--- src/rtl/uart_fifo_core_if.sv ---
// Stream interface between the bus-side register logic and the UART core.
// The master (bus side) pushes TX words and pops RX words; the slave is the UART.
interface uart_fifo_core_if #(
    parameter int DATA_BITS = 8
);
    logic [DATA_BITS-1:0] tx_data;
    logic                 tx_valid;
    logic                 tx_ready;
    logic [DATA_BITS-1:0] rx_data;
    logic                 rx_valid;
    logic                 rx_ready;

    modport master (
        output tx_data,
        output tx_valid,
        output rx_ready,
        input  tx_ready,
        input  rx_data,
        input  rx_valid
    );

    modport slave (
        input  tx_data,
        input  tx_valid,
        input  rx_ready,
        output tx_ready,
        output rx_data,
        output rx_valid
    );
endinterface

--- src/rtl/uart_fifo_core.sv ---
// Full-duplex UART with TX/RX FIFOs, optional parity, sticky error flags and an interrupt.
// Single clock domain with synchronous active-high reset; uart_rx is synchronised internally.

// Synchronous FIFO with first-word fall-through read. A push while full is accepted only
// when a pop happens in the same cycle (the freed slot is reused).
module uart_fifo_core_fifo #(
    parameter int WIDTH = 8,
    parameter int DEPTH = 16
) (
    input  logic             clk_i,
    input  logic             rst_i,
    input  logic             push_i,
    input  logic [WIDTH-1:0] data_i,
    input  logic             pop_i,
    output logic [WIDTH-1:0] data_o,
    output logic             full_o,
    output logic             empty_o
);
    localparam int AW = $clog2(DEPTH);

    logic [WIDTH-1:0] mem_q [DEPTH];
    logic [AW-1:0]    wr_ptr_q, wr_ptr_d;
    logic [AW-1:0]    rd_ptr_q, rd_ptr_d;
    logic [AW:0]      count_q, count_d;
    logic             push_s;
    logic             pop_s;

    assign full_o  = (count_q == (AW+1)'(DEPTH));
    assign empty_o = (count_q == (AW+1)'(0));
    assign data_o  = mem_q[rd_ptr_q];
    assign pop_s   = pop_i & ~empty_o;
    assign push_s  = push_i & (~full_o | pop_s);

    // Next pointer and occupancy values.
    always_comb begin
        wr_ptr_d = wr_ptr_q;
        rd_ptr_d = rd_ptr_q;
        count_d  = count_q;
        if (push_s) begin
            wr_ptr_d = wr_ptr_q + AW'(1);
        end else begin
            wr_ptr_d = wr_ptr_q;
        end
        if (pop_s) begin
            rd_ptr_d = rd_ptr_q + AW'(1);
        end else begin
            rd_ptr_d = rd_ptr_q;
        end
        case ({push_s, pop_s})
            2'b10:   count_d = count_q + (AW+1)'(1);
            2'b01:   count_d = count_q - (AW+1)'(1);
            default: count_d = count_q;
        endcase
    end

    // Pointer and occupancy registers; reset flushes the FIFO.
    always_ff @(posedge clk_i) begin
        if (rst_i) begin
            wr_ptr_q <= AW'(0);
            rd_ptr_q <= AW'(0);
            count_q  <= (AW+1)'(0);
        end else begin
            wr_ptr_q <= wr_ptr_d;
            rd_ptr_q <= rd_ptr_d;
            count_q  <= count_d;
        end
    end

    // Storage array; contents need no reset because occupancy gates every read.
    always_ff @(posedge clk_i) begin
        if (push_s) begin
            mem_q[wr_ptr_q] <= data_i;
        end
    end
endmodule

module uart_fifo_core #(
    parameter int DATA_BITS  = 8,
    parameter int CLK_DIV    = 16,
    parameter int FIFO_DEPTH = 16,
    parameter int PARITY_EN  = 0,
    parameter int PARITY_ODD = 0
) (
    input  logic             clk_i,
    input  logic             rst_i,
    uart_fifo_core_if.slave  bus,
    input  logic             err_clr_i,
    output logic [2:0]       err_status_o,
    output logic             tx_busy_o,
    output logic             interrupt_o,
    input  logic             uart_rx_i,
    output logic             uart_tx_o
);
    localparam int CW = $clog2(CLK_DIV);
    localparam int BW = $clog2(DATA_BITS);
    localparam logic [CW-1:0] BAUD_LAST = CW'(CLK_DIV - 1);
    localparam logic [CW-1:0] HALF_LAST = CW'(CLK_DIV / 2 - 1);
    localparam logic [BW-1:0] BIT_LAST  = BW'(DATA_BITS - 1);

    typedef enum logic [2:0] {
        TX_IDLE   = 3'd0,
        TX_START  = 3'd1,
        TX_DATA   = 3'd2,
        TX_PARITY = 3'd3,
        TX_STOP   = 3'd4
    } tx_state_e;

    typedef enum logic [2:0] {
        RX_IDLE   = 3'd0,
        RX_START  = 3'd1,
        RX_DATA   = 3'd2,
        RX_PARITY = 3'd3,
        RX_STOP   = 3'd4,
        RX_WAIT   = 3'd5
    } rx_state_e;

    // Parity bit that accompanies a data word.
    function automatic logic parity_bit(input logic [DATA_BITS-1:0] data);
        return (^data) ^ (PARITY_ODD != 0);
    endfunction

    // ---------------- FIFOs ----------------
    logic [DATA_BITS-1:0] tx_head_s;
    logic                 tx_full_s, tx_empty_s, tx_pop_s;
    logic [DATA_BITS-1:0] rx_head_s;
    logic                 rx_full_s, rx_empty_s, rx_push_s;
    logic [DATA_BITS-1:0] rx_shift_q, rx_shift_d;

    uart_fifo_core_fifo #(.WIDTH(DATA_BITS), .DEPTH(FIFO_DEPTH)) u_tx_fifo (
        .clk_i   (clk_i),
        .rst_i   (rst_i),
        .push_i  (bus.tx_valid & ~tx_full_s),
        .data_i  (bus.tx_data),
        .pop_i   (tx_pop_s),
        .data_o  (tx_head_s),
        .full_o  (tx_full_s),
        .empty_o (tx_empty_s)
    );

    uart_fifo_core_fifo #(.WIDTH(DATA_BITS), .DEPTH(FIFO_DEPTH)) u_rx_fifo (
        .clk_i   (clk_i),
        .rst_i   (rst_i),
        .push_i  (rx_push_s),
        .data_i  (rx_shift_q),
        .pop_i   (bus.rx_ready),
        .data_o  (rx_head_s),
        .full_o  (rx_full_s),
        .empty_o (rx_empty_s)
    );

    assign bus.tx_ready = ~tx_full_s;
    assign bus.rx_valid = ~rx_empty_s;
    assign bus.rx_data  = rx_head_s;

    // ---------------- Transmitter ----------------
    tx_state_e            tx_state_q, tx_state_d;
    logic [CW-1:0]        tx_cnt_q, tx_cnt_d;
    logic [BW-1:0]        tx_bit_q, tx_bit_d;
    logic [DATA_BITS-1:0] tx_shift_q, tx_shift_d;
    logic                 tx_par_q, tx_par_d;
    logic                 uart_tx_q;
    logic                 tx_line_s;
    logic                 tx_baud_end_s;

    assign tx_baud_end_s = (tx_cnt_q == BAUD_LAST);

    // TX state and datapath registers; the pin is registered so it is glitch-free.
    always_ff @(posedge clk_i) begin
        if (rst_i) begin
            tx_state_q <= TX_IDLE;
            tx_cnt_q   <= CW'(0);
            tx_bit_q   <= BW'(0);
            tx_shift_q <= DATA_BITS'(0);
            tx_par_q   <= 1'b0;
            uart_tx_q  <= 1'b1;
        end else begin
            tx_state_q <= tx_state_d;
            tx_cnt_q   <= tx_cnt_d;
            tx_bit_q   <= tx_bit_d;
            tx_shift_q <= tx_shift_d;
            tx_par_q   <= tx_par_d;
            uart_tx_q  <= tx_line_s;
        end
    end

    // TX next state: each bit lasts CLK_DIV cycles; STOP chains straight into START when data waits.
    always_comb begin
        tx_state_d = tx_state_q;
        tx_cnt_d   = tx_cnt_q;
        tx_bit_d   = tx_bit_q;
        tx_shift_d = tx_shift_q;
        tx_par_d   = tx_par_q;
        case (tx_state_q)
            TX_IDLE: begin
                if (tx_pop_s) begin
                    tx_state_d = TX_START;
                    tx_cnt_d   = CW'(0);
                    tx_shift_d = tx_head_s;
                    tx_par_d   = parity_bit(tx_head_s);
                end else begin
                    tx_state_d = TX_IDLE;
                end
            end
            TX_START: begin
                if (tx_baud_end_s) begin
                    tx_state_d = TX_DATA;
                    tx_cnt_d   = CW'(0);
                    tx_bit_d   = BW'(0);
                end else begin
                    tx_cnt_d = tx_cnt_q + CW'(1);
                end
            end
            TX_DATA: begin
                if (tx_baud_end_s) begin
                    tx_cnt_d   = CW'(0);
                    tx_shift_d = tx_shift_q >> 1;
                    if (tx_bit_q == BIT_LAST) begin
                        tx_state_d = (PARITY_EN != 0) ? TX_PARITY : TX_STOP;
                    end else begin
                        tx_bit_d = tx_bit_q + BW'(1);
                    end
                end else begin
                    tx_cnt_d = tx_cnt_q + CW'(1);
                end
            end
            TX_PARITY: begin
                if (tx_baud_end_s) begin
                    tx_state_d = TX_STOP;
                    tx_cnt_d   = CW'(0);
                end else begin
                    tx_cnt_d = tx_cnt_q + CW'(1);
                end
            end
            TX_STOP: begin
                if (tx_baud_end_s) begin
                    tx_cnt_d = CW'(0);
                    if (tx_pop_s) begin
                        tx_state_d = TX_START;
                        tx_shift_d = tx_head_s;
                        tx_par_d   = parity_bit(tx_head_s);
                    end else begin
                        tx_state_d = TX_IDLE;
                    end
                end else begin
                    tx_cnt_d = tx_cnt_q + CW'(1);
                end
            end
            default: begin
                tx_state_d = TX_IDLE;
                tx_cnt_d   = CW'(0);
            end
        endcase
    end

    // TX outputs: line level for the current bit and the FIFO pop that loads the next word.
    always_comb begin
        tx_pop_s  = 1'b0;
        tx_line_s = 1'b1;
        case (tx_state_q)
            TX_IDLE: begin
                tx_line_s = 1'b1;
                tx_pop_s  = ~tx_empty_s;
            end
            TX_START:  tx_line_s = 1'b0;
            TX_DATA:   tx_line_s = tx_shift_q[0];
            TX_PARITY: tx_line_s = tx_par_q;
            TX_STOP: begin
                tx_line_s = 1'b1;
                tx_pop_s  = tx_baud_end_s & ~tx_empty_s;
            end
            default:   tx_line_s = 1'b1;
        endcase
    end

    assign uart_tx_o = uart_tx_q;
    assign tx_busy_o = ~tx_empty_s | (tx_state_q != TX_IDLE);

    // ---------------- Receiver ----------------
    rx_state_e     rx_state_q, rx_state_d;
    logic [CW-1:0] rx_cnt_q, rx_cnt_d;
    logic [BW-1:0] rx_bit_q, rx_bit_d;
    logic          rx_par_bad_q, rx_par_bad_d;
    logic          rx_sync1_q, rx_sync2_q;
    logic          rx_line_s;
    logic          rx_baud_end_s, rx_half_end_s;
    logic          set_frame_s, set_parity_s, set_overrun_s;
    logic [2:0]    err_q, err_d;

    assign rx_line_s     = rx_sync2_q;
    assign rx_baud_end_s = (rx_cnt_q == BAUD_LAST);
    assign rx_half_end_s = (rx_cnt_q == HALF_LAST);

    // Two-flop synchroniser for the asynchronous serial input; idles high.
    always_ff @(posedge clk_i) begin
        if (rst_i) begin
            rx_sync1_q <= 1'b1;
            rx_sync2_q <= 1'b1;
        end else begin
            rx_sync1_q <= uart_rx_i;
            rx_sync2_q <= rx_sync1_q;
        end
    end

    // RX state and datapath registers.
    always_ff @(posedge clk_i) begin
        if (rst_i) begin
            rx_state_q   <= RX_IDLE;
            rx_cnt_q     <= CW'(0);
            rx_bit_q     <= BW'(0);
            rx_shift_q   <= DATA_BITS'(0);
            rx_par_bad_q <= 1'b0;
        end else begin
            rx_state_q   <= rx_state_d;
            rx_cnt_q     <= rx_cnt_d;
            rx_bit_q     <= rx_bit_d;
            rx_shift_q   <= rx_shift_d;
            rx_par_bad_q <= rx_par_bad_d;
        end
    end

    // RX next state: half-bit start check rejects glitches, then one sample per bit at mid-bit.
    always_comb begin
        rx_state_d   = rx_state_q;
        rx_cnt_d     = rx_cnt_q;
        rx_bit_d     = rx_bit_q;
        rx_shift_d   = rx_shift_q;
        rx_par_bad_d = rx_par_bad_q;
        case (rx_state_q)
            RX_IDLE: begin
                if (!rx_line_s) begin
                    rx_state_d   = RX_START;
                    rx_cnt_d     = CW'(0);
                    rx_par_bad_d = 1'b0;
                end else begin
                    rx_state_d = RX_IDLE;
                end
            end
            RX_START: begin
                if (rx_half_end_s) begin
                    rx_cnt_d   = CW'(0);
                    rx_bit_d   = BW'(0);
                    rx_state_d = rx_line_s ? RX_IDLE : RX_DATA;
                end else begin
                    rx_cnt_d = rx_cnt_q + CW'(1);
                end
            end
            RX_DATA: begin
                if (rx_baud_end_s) begin
                    rx_cnt_d   = CW'(0);
                    rx_shift_d = {rx_line_s, rx_shift_q[DATA_BITS-1:1]};
                    if (rx_bit_q == BIT_LAST) begin
                        rx_state_d = (PARITY_EN != 0) ? RX_PARITY : RX_STOP;
                    end else begin
                        rx_bit_d = rx_bit_q + BW'(1);
                    end
                end else begin
                    rx_cnt_d = rx_cnt_q + CW'(1);
                end
            end
            RX_PARITY: begin
                if (rx_baud_end_s) begin
                    rx_cnt_d     = CW'(0);
                    rx_par_bad_d = rx_line_s ^ parity_bit(rx_shift_q);
                    rx_state_d   = RX_STOP;
                end else begin
                    rx_cnt_d = rx_cnt_q + CW'(1);
                end
            end
            RX_STOP: begin
                if (rx_baud_end_s) begin
                    rx_cnt_d   = CW'(0);
                    rx_state_d = rx_line_s ? RX_IDLE : RX_WAIT;
                end else begin
                    rx_cnt_d = rx_cnt_q + CW'(1);
                end
            end
            RX_WAIT: begin
                if (rx_line_s) begin
                    rx_state_d = RX_IDLE;
                end else begin
                    rx_state_d = RX_WAIT;
                end
            end
            default: begin
                rx_state_d = RX_IDLE;
                rx_cnt_d   = CW'(0);
            end
        endcase
    end

    // RX outputs: at the stop-bit sample either store the word or raise exactly one error.
    always_comb begin
        rx_push_s     = 1'b0;
        set_frame_s   = 1'b0;
        set_parity_s  = 1'b0;
        set_overrun_s = 1'b0;
        if ((rx_state_q == RX_STOP) && rx_baud_end_s) begin
            if (!rx_line_s) begin
                set_frame_s = 1'b1;
            end else if (rx_par_bad_q) begin
                set_parity_s = 1'b1;
            end else if (rx_full_s && !bus.rx_ready) begin
                set_overrun_s = 1'b1;
            end else begin
                rx_push_s = 1'b1;
            end
        end else begin
            rx_push_s = 1'b0;
        end
    end

    // Sticky error flags; a new error in the clearing cycle survives the clear.
    always_comb begin
        if (err_clr_i) begin
            err_d = 3'b000;
        end else begin
            err_d = err_q;
        end
        err_d = err_d | {set_overrun_s, set_parity_s, set_frame_s};
    end

    // Error status register.
    always_ff @(posedge clk_i) begin
        if (rst_i) begin
            err_q <= 3'b000;
        end else begin
            err_q <= err_d;
        end
    end

    assign err_status_o = err_q;
    assign interrupt_o  = ~rx_empty_s | (|err_q);
endmodule

--- src/flat_wrapper.sv ---
// flat-port wrapper written by rule: the top's interface ports become plain ports
module uart_fifo_core_flat 
#(
    parameter int DATA_BITS  = 8,
    parameter int CLK_DIV    = 16,
    parameter int FIFO_DEPTH = 16,
    parameter int PARITY_EN  = 0,
    parameter int PARITY_ODD = 0
)
  (clk_i, rst_i, err_clr_i, err_status_o, tx_busy_o, interrupt_o, uart_rx_i, uart_tx_o, bus_tx_data, bus_tx_valid, bus_rx_ready, bus_tx_ready, bus_rx_data, bus_rx_valid);
  uart_fifo_core_if #(.DATA_BITS(DATA_BITS)) bus_i ();
  input  logic clk_i;
  input  logic rst_i;
  input  logic err_clr_i;
  output logic [2:0] err_status_o;
  output logic tx_busy_o;
  output logic interrupt_o;
  input  logic uart_rx_i;
  output logic uart_tx_o;
  input wire logic [$bits(bus_i.tx_data)-1:0] bus_tx_data;
  input wire logic [$bits(bus_i.tx_valid)-1:0] bus_tx_valid;
  input wire logic [$bits(bus_i.rx_ready)-1:0] bus_rx_ready;
  output wire logic [$bits(bus_i.tx_ready)-1:0] bus_tx_ready;
  output wire logic [$bits(bus_i.rx_data)-1:0] bus_rx_data;
  output wire logic [$bits(bus_i.rx_valid)-1:0] bus_rx_valid;
  assign bus_i.tx_data = bus_tx_data;
  assign bus_i.tx_valid = bus_tx_valid;
  assign bus_i.rx_ready = bus_rx_ready;
  assign bus_tx_ready = bus_i.tx_ready;
  assign bus_rx_data = bus_i.rx_data;
  assign bus_rx_valid = bus_i.rx_valid;
  uart_fifo_core #(.DATA_BITS(DATA_BITS), .CLK_DIV(CLK_DIV), .FIFO_DEPTH(FIFO_DEPTH), .PARITY_EN(PARITY_EN), .PARITY_ODD(PARITY_ODD)) u_core (.clk_i(clk_i), .rst_i(rst_i), .bus(bus_i), .err_clr_i(err_clr_i), .err_status_o(err_status_o), .tx_busy_o(tx_busy_o), .interrupt_o(interrupt_o), .uart_rx_i(uart_rx_i), .uart_tx_o(uart_tx_o));
endmodule
--- config.mk ---
export PLATFORM = sky130hd
export DESIGN_NAME = uart_fifo_core_flat
export DESIGN_NICKNAME = d
export VERILOG_FILES = /design/src/rtl/uart_fifo_core_if.sv /design/src/rtl/uart_fifo_core.sv /design/src/flat_wrapper.sv
export SDC_FILE = /design/constraint.sdc
export NUM_CORES = 1
export LEC_CHECK = 0
export ABC_AREA = 1
export CELL_PAD_IN_SITES_DETAIL_PLACEMENT = 1
export CELL_PAD_IN_SITES_GLOBAL_PLACEMENT = 1
export CORE_UTILIZATION = 45
export DETAILED_ROUTE_END_ITERATION = 6
export GPL_TIMING_DRIVEN = 0
export PLACE_DENSITY = 0.8
export SETUP_SLACK_MARGIN = 0.05
export SYNTH_ARGS = -nofsm -noshare
export SYNTH_HDL_FRONTEND = slang
export SYNTH_SLANG_ARGS = --single-unit
--- constraint.sdc ---
create_clock -name clk_i -period 7.24 [get_ports clk_i]
set_input_delay 2.172 -clock clk_i [delete_from_list [all_inputs] [get_ports clk_i]]
set_output_delay 2.172 -clock clk_i [all_outputs]
set_load 0.01 [all_outputs]
==> impl_metrics.tcl <==
set metrics [dict create \
    cts_setup_buffers 0 \
    fin_tns_setup_ns 0 \
    drive_gt1_share_pct 6.13 \
    critPathKind "flip-flop to primary output" \
    syn-num-nets 1430 \
    timing.final.crit_share_pct 73.0 \
    layout_common_cells "nand2_1 (285), edfxtp_1 (256), inv_1 (171), nand3_1 (107), nor2_1 (97)" \
    vias 10400 \
    crit_fanout 10 \
    area_growth_pct 13.1 \
    fmax_mhz 189 \
    multi_input_area_um2 4240 \
    layout_commonest_cell "nand2_1" \
    crit_chain "buf_2 > buf_2 > buf_1 > a21oi_1 > o21ai_0 > o211ai_1 > nand3_1 > nand2_1 > clkdlybuf4s50_1" \
    grt_pass1_wl_um 60900 \
    slowest_stage "buf_1" \
    first_global_vias 11000 \
    crit_top_cell "buf_2" \
    hpwl_um 25800 \
    crit_family "buffers and inverters" \
    fin_crit_ns 5.28 \
    wl_per_cell_um 20.7 \
    place.gp.congestion 0.836 \
    grt_max_degree 20 \
    clock_latency_ns 0.53 \
    cts_resized 0 \
    cts_root_buf "clkbuf_16" \
    regArea_um2 9250 \
    hp-class "flip-flop to flip-flop" \
    grt_use_total_pct 24.1 \
    wirelength_um 39000 \
    synth_cell_type_count 38 \
    path_clk_slew_ns 0.06 \
    drv_cap 0 \
    n_antenna_cell 0 \
    powerDensity_nw_per_um2 359 \
    gr-total-overflow 0 \
    die_y_um 181 \
    yosysSeqAreaShare_pct 64.1 \
    die_x_um 181 \
    ant_nets 0 \
    required_ns 5.07 \
    cts_tree "built" \
    first_pass_iters 5 \
    cts_buffers 36 \
    post-route-drc-count 0 \
    maxSlewViolCount 0 \
    worst_setup_path_start_kind "flip-flop" \
    setup_viol 0 \
    ir_worst_vdd_v 0.000196 \
    cp-end-kind "primary output" \
    detail_route.iter0.violations 746 \
    syn-cell-area_um2 14400 \
    fp-row-count 65 \
    rsz0062_at_grt "false" \
    core_area_um2 31600 \
    finalNonFillerCells 1886 \
    io_buffers 28 \
    htree_num_levels 2 \
    antenna_found_initial 0 \
    yosys-top-cells-area "edfxtp_1 (53%), dfxtp_1 (11%), nand2_1 (7.4%)" \
    skew_ns 0.0204 \
    die_area_um2 32800 \
    hold_violations 0 \
    vias_per_cell 5.50 \
    io_pins 30 \
    crit_buf_inv 4 \
    synth_top_area_share_pct 53.3 \
    slew_headroom_pct 30.2 \
    place_inst 1822 \
    slowest_delay_ns 0.55 \
    tightest_slew_ns 1.04 \
    fill_cells 3461 \
    leakage_nw 6.42 \
    yosysWarnings 0 \
    ys_ff_latch 334 \
    arrival_ns 3.11 \
    cts.sinks 334 \
    yosysTopAreaCell "edfxtp_1" \
    initial_core_util_pct 45.7 \
    cts_max_path_buffers 3 \
    syn_inst 1392 \
    num-nets-final 1496 \
    avgSynthCellArea_um2 10.4 \
    postCtsHoldBufs 0 \
    status "finished clean" \
]
## layer usage
layer,GRT usage (%),up-vias,part of all wire [%]
met5,0,-,0
met4,7.19,0,2.4
met3,3.63,66,5.1
met2,41.5,260,49
met1,31.6,5194,44
li1,-,4860,-
## worst reg2reg max path: stages (launching register included)
cell     delay [ns]
dfxtp_1        0.38
ha_1           0.20
nand2_1        0.10
nor2_2         0.14
inv_1          0.10
nand2_1        0.09
nand2_1        0.05
or2_1          0.20
buf_2          0.16
inv_2          0.15
ha_1           0.32
xor2_1         0.22
ha_1           0.18
inv_1          0.05
nand2_1        0.10
nand2_1        0.06
o21ai_0        0.23
o21ai_0        0.11
a21oi_1        0.18
o21ai_0        0.10
a21oi_1        0.14
## logic make-up (layout without fill, tap and decap cells)
logic type,Yosys count,in the layout,synth area share (%)
buffers and inverters,233,325,6.49
AO/OA/AOI/OAI,233,233,8.98
AND/OR/NAND/NOR,517,517,14.9
adder cells (fa/ha/maj),24,24,2.13
multiplexers,32,32,2.22
flip-flops,334,334,64.1
XOR/XNOR,19,19,1.15
## Yosys cell counts
cell / n
nor3_4: 1
xor2_1: 7
a21oi_1: 94
clkbuf_1: 28
xnor2_1: 12
fa_1: 1
nor3_2: 1
mux2i_1: 32
buf_4: 3
o211a_1: 1
nor4_1: 2
o311ai_0: 1
buf_6: 3
a2111oi_0: 1
dfxtp_1: 78
o211ai_1: 36
nor3b_1: 1
a31oi_1: 1
nor2_2: 7
edfxtp_1: 256
inv_2: 4
nor3_1: 7
buf_1: 3
nand2_1: 285
o21ai_0: 84
nand3_1: 107
nor2_1: 97
buf_2: 20
a211oi_1: 6
or2_2: 2
o21ai_1: 6
a21boi_0: 1
ha_1: 23
inv_1: 171
a32oi_1: 2
nand4_1: 6
or2_1: 1
inv_4: 1
## path summary, 6_finish.rpt
kind                      startpoint                     endpoint  slack [ns]  cells past startpoint
setup / recovery           flip-flop               bus_rx_data[1]        1.96                      9
hold / removal     u_core.rx_sync1_q             u_core.rx_line_s        0.42                      1
setup reg to reg  u_core.tx_cnt_q[0]  u_core.u_tx_fifo.count_q[4]        3.88                     20
hold reg to reg    u_core.rx_sync1_q             u_core.rx_line_s        0.42                      1
## layout make-up
cell class | instances | area share [%]
timing repair buffer | 28 | 1.72
clock inverter | 18 | 0.866
inverter | 176 | 4.06
sequential | 334 | 56.7
buffer | 57 | 1.67
tap | 402 | 3.08
multi-input combinational | 825 | 26.0
clock buffer | 46 | 5.94
## power by group
group | internal, mW | switching (mW) | total [mW]
clock network | 1.02 | 0.748 | 1.77
registers | 2.16 | 0.0724 | 2.23
logic | 0.621 | 1.25 | 1.87
## flip-flops by register name (all words and copies together), names as in the netlist, 3 cells and up, named ones only
register	count
u_core.u_tx_fifo.count_q	5
u_core.u_rx_fifo.mem_q	128
u_core.tx_state_q	3
u_core.rx_cnt_q	4
u_core.rx_shift_q	8
u_core.u_rx_fifo.wr_ptr_q	4
u_core.u_tx_fifo.rd_ptr_q	4
u_core.rx_state_q	3
u_core.u_tx_fifo.mem_q	128
u_core.u_rx_fifo.rd_ptr_q	4
u_core.u_tx_fifo.wr_ptr_q	4
u_core.err_status_o	3
u_core.u_rx_fifo.count_q	5
u_core.tx_shift_q	8
u_core.tx_bit_q	3
u_core.rx_bit_q	3
u_core.tx_cnt_q	4
## through the flow
| stage | worst slack (ns) | cell area [um2] | util (%) | power, mW | hold slack (ns) |
|---|---|---|---|---|---|
| floorplan | 3.19 | 14400 | - | 3.47 | 0.389 |
| global placement | 2.39 | 15200 | 48.2 | 4.01 | 0.396 |
| global route | 1.84 | 16300 | 51.7 | 6.15 | 0.440 |
| finish | 1.96 | 16300 | 51.7 | 5.86 | 0.416 |
| detailed placement | 2.28 | 15200 | 48.2 | 4.10 | 0.400 |
| CTS | 1.95 | 16300 | 51.7 | 5.88 | 0.414 |
Note: power is estimated with default switching activity, not from simulation.
